## src/rtl/uart_pkg.sv

```systemverilog
// Shared UART definitions: transmitter FSM states and defaults that the receiver uses too.
package uart_pkg;

  localparam int unsigned UART_OVERSAMPLE = 16;
  localparam int unsigned UART_DATA_BITS  = 8;

  typedef enum logic [2:0] {
    IDLE,
    START,
    DATA,
    PARITY,
    STOP
  } tx_state_t;

endpackage

```

## src/rtl/uart_transmitter_if.sv

```systemverilog
// Host-side byte handshake into the UART transmitter holding register.
interface uart_transmitter_if
  import uart_pkg::*;
#(
  parameter int unsigned DATA_BITS = UART_DATA_BITS
);

  logic [DATA_BITS-1:0] tx_data;
  logic                 tx_valid;
  logic                 tx_ready;

  modport master (output tx_data, output tx_valid, input tx_ready);
  modport slave  (input tx_data, input tx_valid, output tx_ready);

endinterface

```

## src/rtl/uart_transmitter.sv

```systemverilog
// UART frame serialiser: start, LSB-first data, optional parity, 1-2 stop bits.
// A one-entry holding register lets the next frame start on the same tick as the last stop ends.
module uart_transmitter
  import uart_pkg::*;
#(
  parameter int unsigned DATA_BITS  = UART_DATA_BITS,
  parameter int unsigned OVERSAMPLE = UART_OVERSAMPLE,
  parameter int unsigned PARITY_EN  = 0,
  parameter int unsigned PARITY_ODD = 0,
  parameter int unsigned STOP_BITS  = 1
) (
  input  logic               clk,
  input  logic               reset_n,
  input  logic               tx_tick,
  uart_transmitter_if.slave  host,
  output logic               tx,
  output logic               tx_busy,
  output logic               tx_done
);

  localparam int unsigned CNT_W = $clog2(OVERSAMPLE);
  localparam int unsigned BIT_W = $clog2(DATA_BITS) + 1;

  localparam logic [CNT_W-1:0] CNT_LAST  = CNT_W'(OVERSAMPLE - 1);
  localparam logic [BIT_W-1:0] BIT_LAST  = BIT_W'(DATA_BITS - 1);
  localparam logic             STOP_LAST = 1'(STOP_BITS - 1);
  localparam logic             ODD       = 1'(PARITY_ODD);

  tx_state_t            state;
  logic [CNT_W-1:0]     sample_cnt;
  logic [BIT_W-1:0]     bit_cnt;
  logic                 stop_cnt;
  logic [DATA_BITS-1:0] shift_reg;
  logic [DATA_BITS-1:0] hold;
  logic                 hold_full;
  logic                 parity_bit;

  logic accept;
  logic bit_end;
  logic load;

  assign host.tx_ready = ~hold_full;
  assign accept        = host.tx_valid & ~hold_full;
  assign bit_end       = tx_tick & (sample_cnt == CNT_LAST);
  assign tx_busy       = (state != IDLE);

  // Load from hold either from IDLE or exactly at the end of the final stop bit (no gap).
  assign load = hold_full &
                ((state == IDLE) |
                 ((state == STOP) & bit_end & (stop_cnt == STOP_LAST)));

  always_ff @(posedge clk or negedge reset_n) begin
    if (!reset_n) begin
      state      <= IDLE;
      sample_cnt <= '0;
      bit_cnt    <= '0;
      stop_cnt   <= 1'b0;
      shift_reg  <= '0;
      hold       <= '0;
      hold_full  <= 1'b0;
      parity_bit <= 1'b0;
      tx         <= 1'b1;
      tx_done    <= 1'b0;
    end else begin
      tx_done <= 1'b0;

      if (accept) begin
        hold      <= host.tx_data;
        hold_full <= 1'b1;
      end

      if ((state != IDLE) && tx_tick) begin
        if (sample_cnt != CNT_LAST) begin
          sample_cnt <= sample_cnt + CNT_W'(1);
        end else begin
          sample_cnt <= '0;
          case (state)
            START: begin
              state     <= DATA;
              bit_cnt   <= '0;
              tx        <= shift_reg[0];
              shift_reg <= shift_reg >> 1;
            end
            DATA: begin
              if (bit_cnt != BIT_LAST) begin
                bit_cnt   <= bit_cnt + BIT_W'(1);
                tx        <= shift_reg[0];
                shift_reg <= shift_reg >> 1;
              end else if (PARITY_EN != 0) begin
                state <= PARITY;
                tx    <= parity_bit;
              end else begin
                state    <= STOP;
                stop_cnt <= 1'b0;
                tx       <= 1'b1;
              end
            end
            PARITY: begin
              state    <= STOP;
              stop_cnt <= 1'b0;
              tx       <= 1'b1;
            end
            STOP: begin
              if (stop_cnt != STOP_LAST) begin
                stop_cnt <= 1'b1;
              end else begin
                state   <= IDLE;
                tx      <= 1'b1;
                tx_done <= 1'b1;
              end
            end
            default: begin
              state <= IDLE;
              tx    <= 1'b1;
            end
          endcase
        end
      end

      // Takes priority over the STOP->IDLE transition above when a byte is waiting.
      if (load) begin
        state      <= START;
        sample_cnt <= '0;
        shift_reg  <= hold;
        parity_bit <= (^hold) ^ ODD;
        hold_full  <= 1'b0;
        tx         <= 1'b0;
      end
    end
  end

endmodule

```

## src/flat_wrapper.sv

```systemverilog
// flat-port wrapper written by rule: the top's interface ports become plain ports
module uart_transmitter_flat import uart_pkg::*;
#(
  parameter int unsigned DATA_BITS  = UART_DATA_BITS,
  parameter int unsigned OVERSAMPLE = UART_OVERSAMPLE,
  parameter int unsigned PARITY_EN  = 0,
  parameter int unsigned PARITY_ODD = 0,
  parameter int unsigned STOP_BITS  = 1
)
  (clk, reset_n, tx_tick, tx, tx_busy, tx_done, host_tx_data, host_tx_valid, host_tx_ready);
  uart_transmitter_if #(.DATA_BITS(DATA_BITS)) host_i ();
  input  logic clk;
  input  logic reset_n;
  input  logic tx_tick;
  output logic tx;
  output logic tx_busy;
  output logic tx_done;
  input wire logic [$bits(host_i.tx_data)-1:0] host_tx_data;
  input wire logic [$bits(host_i.tx_valid)-1:0] host_tx_valid;
  output wire logic [$bits(host_i.tx_ready)-1:0] host_tx_ready;
  assign host_i.tx_data = host_tx_data;
  assign host_i.tx_valid = host_tx_valid;
  assign host_tx_ready = host_i.tx_ready;
  uart_transmitter #(.DATA_BITS(DATA_BITS), .OVERSAMPLE(OVERSAMPLE), .PARITY_EN(PARITY_EN), .PARITY_ODD(PARITY_ODD), .STOP_BITS(STOP_BITS)) u_core (.clk(clk), .reset_n(reset_n), .tx_tick(tx_tick), .host(host_i), .tx(tx), .tx_busy(tx_busy), .tx_done(tx_done));
endmodule
```

## config.mk

```make
export PLATFORM = sky130hd
export DESIGN_NAME = uart_transmitter_flat
export DESIGN_NICKNAME = d
export VERILOG_FILES = /design/src/rtl/uart_pkg.sv /design/src/rtl/uart_transmitter_if.sv /design/src/rtl/uart_transmitter.sv /design/src/flat_wrapper.sv
export SDC_FILE = /design/constraint.sdc
export NUM_CORES = 1
export LEC_CHECK = 0
export ABC_AREA = 1
export CORE_MARGIN = 8
export CORE_UTILIZATION = 55
export CTS_CLUSTER_SIZE = 20
export DETAILED_ROUTE_END_ITERATION = 7
export PLACE_DENSITY = 0.78
export SLEW_MARGIN = 40
export SYNTH_ARGS = -nofsm -noshare
export SYNTH_HDL_FRONTEND = slang
export SYNTH_SLANG_ARGS = --single-unit
```

## constraint.sdc

```tcl
create_clock -name clk -period 2.2 [get_ports clk]
set_clock_uncertainty 0.1 [all_clocks]
set_input_delay 0.22 -clock clk [delete_from_list [all_inputs] [get_ports clk]]
set_output_delay 0.22 -clock clk [all_outputs]
set_load 0.01 [all_outputs]
```

# Word-level counts from Yosys, hierarchy flattened
# Cells that the tools add are included.
# classes
add_sub_neg	2
n_eq_ne	13
muxes	31
n_bitwise	9
n_reduce_logical	13
# ops
op	count
2-to-1 mux 8 bit	4
2-to-1 mux 4 bit	4
one-hot mux 8 bit (2 select lines)	1
AND reduction 4 bit	4
2-to-1 mux 3 bit	5
2-to-1 mux 1 bit	13
one-hot mux 3 bit (4 select lines)	1
nonzero test 3 bit	3
adder 4 x 1 -> 4 bit (second input constant)	2
one-hot mux 4 bit (2 select lines)	1
equality test 3 x 2 -> 1 bit (second input constant)	2
one-hot mux 1 bit (3 select lines)	2
nonzero test 2 bit	3
bitwise AND 1 bit	5
equality test 4 bit (second input constant)	1
inequality test 2 x 1 -> 1 bit (second input constant)	2
inequality test 4 x 3 -> 1 bit (second input constant)	1
inequality test 4 bit (second input constant)	1
equality test 3 x 1 -> 1 bit (second input constant)	1
equality test 3 bit (second input constant)	1
logical NOT 3 bit	1
inequality test 3 x 1 -> 1 bit (second input constant)	1
inequality test 3 x 2 -> 1 bit (second input constant)	1
inequality test 3 bit (second input constant)	1
5 further kinds	7
# word_totals
ff_bits	31
inputBits	12
output_inout_bits	4
word_cells	77

# Depth between registers and ports, before layout
# Gate-level depths: netlist of run 1.
# logic_depth
word_depth	8
mapped_depth	10
depth_no_buf	10

# Worst setup path before layout of run 1
# No wires, ideal clock.
# synth_timing
kind	reg2reg
start	register u_core.sample_cnt[0]
end	register u_core.shift_reg[0]
setup_time_ns	0.116
t_arrival_ns	1.246
required_ns	1.984
setup_slack_ns	0.738
stages_incl_launch_ff	11
path_buffers	1
period_less_slack_ns	1.462
cell_sequence	dfrtp_1 ha_1 nand3_1 inv_1 nand3_4 nand2_2 buf_6 nand2_1 nand2_1 nand2_1 nand2_1
# synth_between
elab_chain_cells	8
elab_cells_between_ends	13
# synth_rtl
item	line_no	source
from (decl)	uart_transmitter.sv:30	logic [CNT_W-1:0] sample_cnt;
from (signal assigned)	uart_transmitter.sv:74	sample_cnt <= sample_cnt + CNT_W'(1);
equality test 4 bit	uart_transmitter.sv:44	assign bit_end = tx_tick & (sample_cnt == CNT_LAST);
bitwise AND 1 bit	uart_transmitter.sv:44	
bitwise AND 1 bit (2 in series)	uart_transmitter.sv:50	((state == STOP) & bit_end & (stop_cnt == STOP_LAST)));
bitwise OR 1 bit	uart_transmitter.sv:49	((state == IDLE) |
bitwise AND 1 bit	uart_transmitter.sv:48	assign load = hold_full &
inequality test 3 x 1 -> 1 bit (no source line), or another cell as far along	--	
AND reduction 4 bit (no source line)	--	
to (signal assigned)	uart_transmitter.sv:82	shift_reg <= shift_reg >> 1;
to (signal assigned)	uart_transmitter.sv:88	shift_reg <= shift_reg >> 1;
to (signal assigned)	uart_transmitter.sv:124	shift_reg <= hold;
to (decl)	uart_transmitter.sv:33	logic [DATA_BITS-1:0] shift_reg;
# Parallel ways exist; a longest one is shown, timed or not.
# A chain may end at the register's enable or synchronous reset.

# Final worst setup path of run 1
# layout_timing
start	register u_core.state[1]
end	output port tx_busy
# layout_between
elab_chain_cells	1
# layout_rtl
item	line_no	source
from (decl)	uart_transmitter.sv:29	tx_state_t state;
from (signal assigned)	uart_transmitter.sv:54	state <= IDLE;
from (signal assigned)	uart_transmitter.sv:79	state <= DATA;
from (signal assigned)	uart_transmitter.sv:90	state <= PARITY;
nonzero test 3 bit	uart_transmitter.sv:45	assign tx_busy = (state != IDLE);
to (decl)	flat_wrapper.sv:16	output logic tx_busy;
# No other way between the ends.

==> results of run 1 <==
[power by group through the flow]
stage | logic, mW | registers [mW] | clock network (mW)
after floorplan | 0.689 | 0.908 | 0
after global placement | 0.864 | 0.937 | 0
after detailed placement | 0.903 | 0.944 | 0
after CTS | 0.909 | 0.936 | 0.345
after global routing | 1.02 | 0.966 | 0.377
final | 0.894 | 0.937 | 0.336
[final timing paths]
| kind | from | to | slack, ns |
|---|---|---|---|
| min | reset_n | u_core.sample_cnt[1]$_DFFE_PN0P_ | 0.15 |
| max in group asynchronous | reset_n | u_core.tx$_DFFE_PN1P_ | 1.54 |
| max | u_core.state[1]$_DFFE_PN0P_ | tx_busy | 0.39 |
| max reg2reg | u_core.sample_cnt[0]$_DFFE_PN0P_ | u_core.bit_cnt[2]$_DFFE_PN0P_ | 0.48 |
| min in group clk | u_core.shift_reg[7]$_DFFE_PN0P_ | u_core.shift_reg[7]$_DFFE_PN0P_ | 0.39 |
| min reg2reg | u_core.shift_reg[7]$_DFFE_PN0P_ | u_core.shift_reg[7]$_DFFE_PN0P_ | 0.39 |
[synthesized netlist by cell type (all sizes together)]
| cell type | number |
|---|---|
| dfrtp | 29 |
| mux2 | 8 |
| nor2 | 8 |
| xor2 | 2 |
| nand2 | 65 |
| or2 | 1 |
| o21a | 1 |
| nor3 | 1 |
| o211ai | 1 |
| xnor2 | 1 |
| buf | 2 |
| o21ai | 8 |
| ha | 2 |
| a21oi | 1 |
| nand3 | 19 |
| dfstp | 1 |
| nand4 | 1 |
| inv | 11 |
[metal layers]
| metal | global-route usage | share of wire | wire length (um) | vias to the layer above |
|---|---|---|---|---|
| li1 | - | - | - | 568 |
| met1 | 0.161 | 0.44 | 1220 | 516 |
| met2 | 0.244 | 0.49 | 1370 | 16 |
| met3 | 0.0679 | 0.059 | 166 | 6 |
| met4 | 0.0548 | 0.016 | 44 | 0 |
| met5 | 0 | 0 | 0 | - |
[layout make-up]
type                            instances  share of cell area
Tap cell                               30              0.0223
Timing Repair Buffer                   17              0.0981
Multi-Input combinational cell        119               0.373
Sequential cell                        30               0.447
Clock buffer                            7              0.0327
Inverter                               11              0.0245
Clock inverter                          1             0.00297
[layout by cell type (no fill, tap or decap)]
master / count
dfrtp_1: 29
nor2_2: 2
buf_4: 2
clkinv_2: 1
nand4_1: 1
o21a_1: 1
clkdlybuf4s50_1: 15
a21oi_1: 1
nand2_4: 1
ha_1: 2
nand2_1: 60
nand2_2: 4
o21ai_0: 5
dfstp_2: 1
clkbuf_1: 1
o211ai_1: 1
xor2_1: 2
nor3_1: 1
inv_1: 6
xnor2_1: 1
inv_2: 5
clkbuf_4: 5
nand3_1: 17
mux2_2: 8
o21ai_1: 3
nand3_4: 1
nor2_1: 6
nand3_2: 1
clkbuf_8: 1
or2_2: 1
[cells by family after synthesis]
group | count (synthesis) | synth area share
adders and majority gates | 2 | 0.0174
muxes | 8 | 0.0626
xor gates and xnor gates | 3 | 0.0182
and+or+nand+nor | 95 | 0.296
DFF | 30 | 0.522
buffers and inverters | 13 | 0.0417
AOI/OAI and AO/OA | 11 | 0.0417
[stage by stage]
| step | instance area, sq um | hold slack [ns] |
|---|---|---|
| after floorplan | 1440 | -0.176 |
| after global placement | 1620 | 0.355 |
| after detailed placement | 1620 | 0.378 |
| after CTS | 1680 | 0.165 |
| after global routing | 1680 | 0.190 |
| final | 1680 | 0.154 |
==> metrics, run 1 <==
CP arrival about 1.5 ns; placed instance count between 200 and 250; Sequential Power Share 0.432; Routed WL 2.79 mm; CTS Buf Count 5; Syn Nets 176; gr ovfl total 0; detailed placer's ending HPWL 2.08 mm; final hold vios 0; final core occ 0.680; GPL Wtd Cong 0.772; CTS tree yes; pin count of the biggest net entering global routing 31; area share of the largest cell type after synthesis 0.504; first-pass GRT wire length 5.02 mm; Setup TNS 0 ns; GRT Util Overall 0.147; r2r worst-path depth 8; post-synthesis sequential area ratio 0.522; Pleak 0.851 nW; routed len/inst 13.0 um; initial cell density of the core 0.581; vias in the first global route approximately 1100; register area 752 sq um; root buffer cell clkbuf_4; CTS resizes 0; Clock Path Buffers 2; final worst path period share 0.824; Max VDD drop ~800 uV; critical path's slowest cell clkdlybuf4s50_1; die width between 60 and 70 um; Logic pwr share 0.412; CP top delay family buffers and inverters; clock share of power 0.155; yosys warns 0; H-Tree Depth 2; CP Launch Type flip-flop; FF+latch count, synth 30; worst skew pair latency 0.33 ns; fin. max-slew vios 0; core footprint around 2500 sq um; Worst Max-Slew Pin Slew 0.400 ns; P per Cell Area ~1300 nW/um^2; Hold-fix buffers, CTS 0; die height 67.2 um; nets roughly 200; Psw 0.853 mW; CP Class flip-flop to primary output; CP max FO 4; number of top-level pins 16; Post-Syn Area per Cell 8.89 sq um; crit-path cells inv_2 > nand3_1 > clkdlybuf4s50_1; share of cells above drive strength 1 0.178; Gate Count Post-Synth 162; Max-Cap Viols 0; number of library cell types mapped by synthesis 26; initial antenna violation count 0; Via Count about 1100; status finished clean; internal power 1.31 mW; setup violators final 0; RSZ-0062 raised after global routing false; Final min period 1.81 ns; Worst setup EP type primary output; multi-input logic area between 600 and 700 sq um; largest area contributor in the netlist dfrtp_1; Critical Path Max Stage Delay between 0.5 and 0.6 ns; Fill cells around 210; Worst-path clk slew 0.10 ns; Worst path depth 3; initial drt markers 60; post-route ant nets 0; post-CTS setup buffers 0; Synth Cell Area roughly 1400 sq um; pre-CTS setup slack between 0.4 and 0.5 ns; HP Class input pin to asynchronous set/reset pin; total power 2.17 mW; area delta synth->final 16.9%; crit path buf inv count 2; Post-Layout Cell Count 215; Worst Path Required 1.88 ns; antenna cell count 0; sw frac 0.393; # clock sinks 30; final worst slack 0.388 ns; Rel. slew slack 0.732; DRC 0; TritonRoute pass-1 iters 4; vias per cell between 5 and 6; Fmax around 550 MHz; Core Rows 18; Die ar. 4510 sq um; most area-consuming cells after synthesis dfrtp_1 (50%), nand2_1 (16%), mux2_2 (6.3%), nand3_1 (5.9%), dfstp_2 (1.8%); port bufs 15
(Power assumes the default switching activity.)
==> inputs of run 2 (changes only) <==
--- a/config.mk
+++ b/config.mk
@@ -7,10 +7,10 @@
 export LEC_CHECK = 0
 export ABC_AREA = 1
 export CORE_MARGIN = 8
-export CORE_UTILIZATION = 55
+export CORE_UTILIZATION = 49
 export CTS_CLUSTER_SIZE = 20
 export DETAILED_ROUTE_END_ITERATION = 7
-export PLACE_DENSITY = 0.78
+export PLACE_DENSITY = 0.74
 export SLEW_MARGIN = 40
 export SYNTH_ARGS = -nofsm -noshare
 export SYNTH_HDL_FRONTEND = slang
==> constraint.sdc (replaced) <==
create_clock -name clk -period 1.6 [get_ports clk]
set_clock_uncertainty 0.1 [all_clocks]
set_input_delay 0.16 -clock clk [delete_from_list [all_inputs] [get_ports clk]]
set_output_delay 0.16 -clock clk [all_outputs]
set_load 0.01 [all_outputs]
==> metrics, run 2 (synthesis results as in run 1) <==
status finished clean; die height 70.2 um; gr ovfl total 0; Final min period around 1.5 ns; # clock sinks 30; post-route ant nets 0; Routed WL 3.13 mm; vias in the first global route 1252; port bufs 15; CP arrival 1.67 ns; die width 70.2 um; share of cells above drive strength 1 0.299; pin count of the biggest net entering global routing 31; number of top-level pins 16; initial drt markers between 60 and 70; Worst setup EP type flip-flop; setup violators final 0; Pleak between 0.9 and 1 nW; GPL Wtd Cong ~0.8; total power 3.28 mW; first-pass GRT wire length 5.14 mm; routed len/inst 13.3 um; CP Launch Type flip-flop; Fill cells 217; area post-placement 1700 sq um; nets 217; pre-CTS setup slack -0.0484 ns; core footprint 2780 sq um; commonest non-fill, non-tap cell in the layout nand2_1; area delta synth->final 30.2%; CTS tree yes; Hold-fix buffers, CTS 0; P per Cell Area 1750 nW/um^2; Clock Path Buffers 2; RSZ-0062 raised after global routing true; CP max FO 5; Worst Path Required 1.74 ns; vias per cell 5.31; fin. max-slew vios 0; root buffer cell clkbuf_4; antenna cell count 0; worst skew pair latency 0.34 ns; CP Class flip-flop to flip-flop; most frequent cells in the layout nand2_1 (57), dfrtp_1 (29), buf_4 (20), nand3_1 (15), clkdlybuf4s50_1 (12); final hold vios 0; DRC 0; final worst path period share 0.957; initial cell density of the core 0.518; detailed placer's ending HPWL about 2.1 mm; Worst-path clk slew 0.10 ns; final worst slack 0.0687 ns; Fmax ~650 MHz; GRT Util Overall 0.130; Die ar. 4930 sq um; CTS Buf Count 5; HP Class input pin to asynchronous set/reset pin; H-Tree Depth 2; Max-Cap Viols 0; Rel. slew slack 0.752; Core Rows 19; initial antenna violation count 0; TritonRoute pass-1 iters 4; Via Count 1248; Worst Max-Slew Pin Slew 0.371 ns; Max VDD drop 1280 uV; Final Cell Area roughly 1900 sq um
## run 2: changes by cell type in the layout (fill, tap and decap cells not counted), sizes merged
cell and change:
clkinv -1, clkdlybuf4s50 -3, dlygate4sd2 +2, buf +18
nand2 +1, clkbuf +2
## run 2: layout make-up
class,instances,area (sq um),share of cell area
Clock buffer,8,48.8,0.0260
Inverter,11,43.8,0.0233
Multi-Input combinational cell,120,699,0.373
Sequential cell,30,752,0.401
Tap cell,31,38.8,0.0207
Timing Repair Buffer,35,293,0.156
## run 2: what timing repair did
action,4_1_cts,5_1_grt
hold endpoints to repair,0,0
gates cloned,1,0
pin swaps,3,7
buffers inserted,2,6
endpoints found under the setup margin,13,19
gates resized for setup,8,15
## run 2: metal layers
metal | track usage | wire length [um]
met5 | 0 | 0
met4 | 0.0871 | 60
met3 | 0.0410 | 145
met2 | 0.226 | 1650
met1 | 0.130 | 1280
## run 2: through the flow
stage	TNS (ns)	utilization	cells	hold WS, ns
6_report	0	0.674	235	0.0881
5_1_grt	-0.292	0.674	235	0.122
4_1_cts	0	0.643	229	0.0957
3_5_place_dp	-0.157	0.611	218	0.370
3_3_place_gp	-0.000658	0.611	218	0.362
2_1_floorplan	0	-	162	-0.236
## run 2: final timing paths
kind | start | to | slack [ns] | depth (start not counted)
hold reg to reg | u_core.tx$_DFFE_PN1P_ | u_core.tx$_DFFE_PN1P_ | 0.38 | 2
min in group clk | host_tx_data[2] | u_core.hold[2]$_DFFE_PN0P_ | 0.34 | 2
setup / recovery | u_core.sample_cnt[0]$_DFFE_PN0P_ | u_core.sample_cnt[3]$_DFFE_PN0P_ | 0.07 | 9
max in group asynchronous | reset_n | u_core.tx$_DFFE_PN1P_ | 0.99 | 2
hold / removal | reset_n | u_core.state[2]$_DFFE_PN0P_ | 0.09 | 2
setup reg to reg | u_core.sample_cnt[0]$_DFFE_PN0P_ | u_core.sample_cnt[3]$_DFFE_PN0P_ | 0.07 | 9
## run 2: power breakdown
part	total, mW	leakage, nW	internal (mW)	switching (mW)
Combinational	1.58	0.527	0.704	0.880
Sequential	1.26	0.379	1.08	0.185
Clock	0.432	0.0265	0.175	0.258
## run 2: critical path: stages, from the launching register on
cell and delay (ns):
dfrtp_1 0.37, ha_2 0.20, nand3_2 0.10, inv_2 0.11, nand3_2 0.14, nand2_4 0.14
buf_4 0.11, inv_1 0.05, nand2_1 0.07, nor2_1 0.04
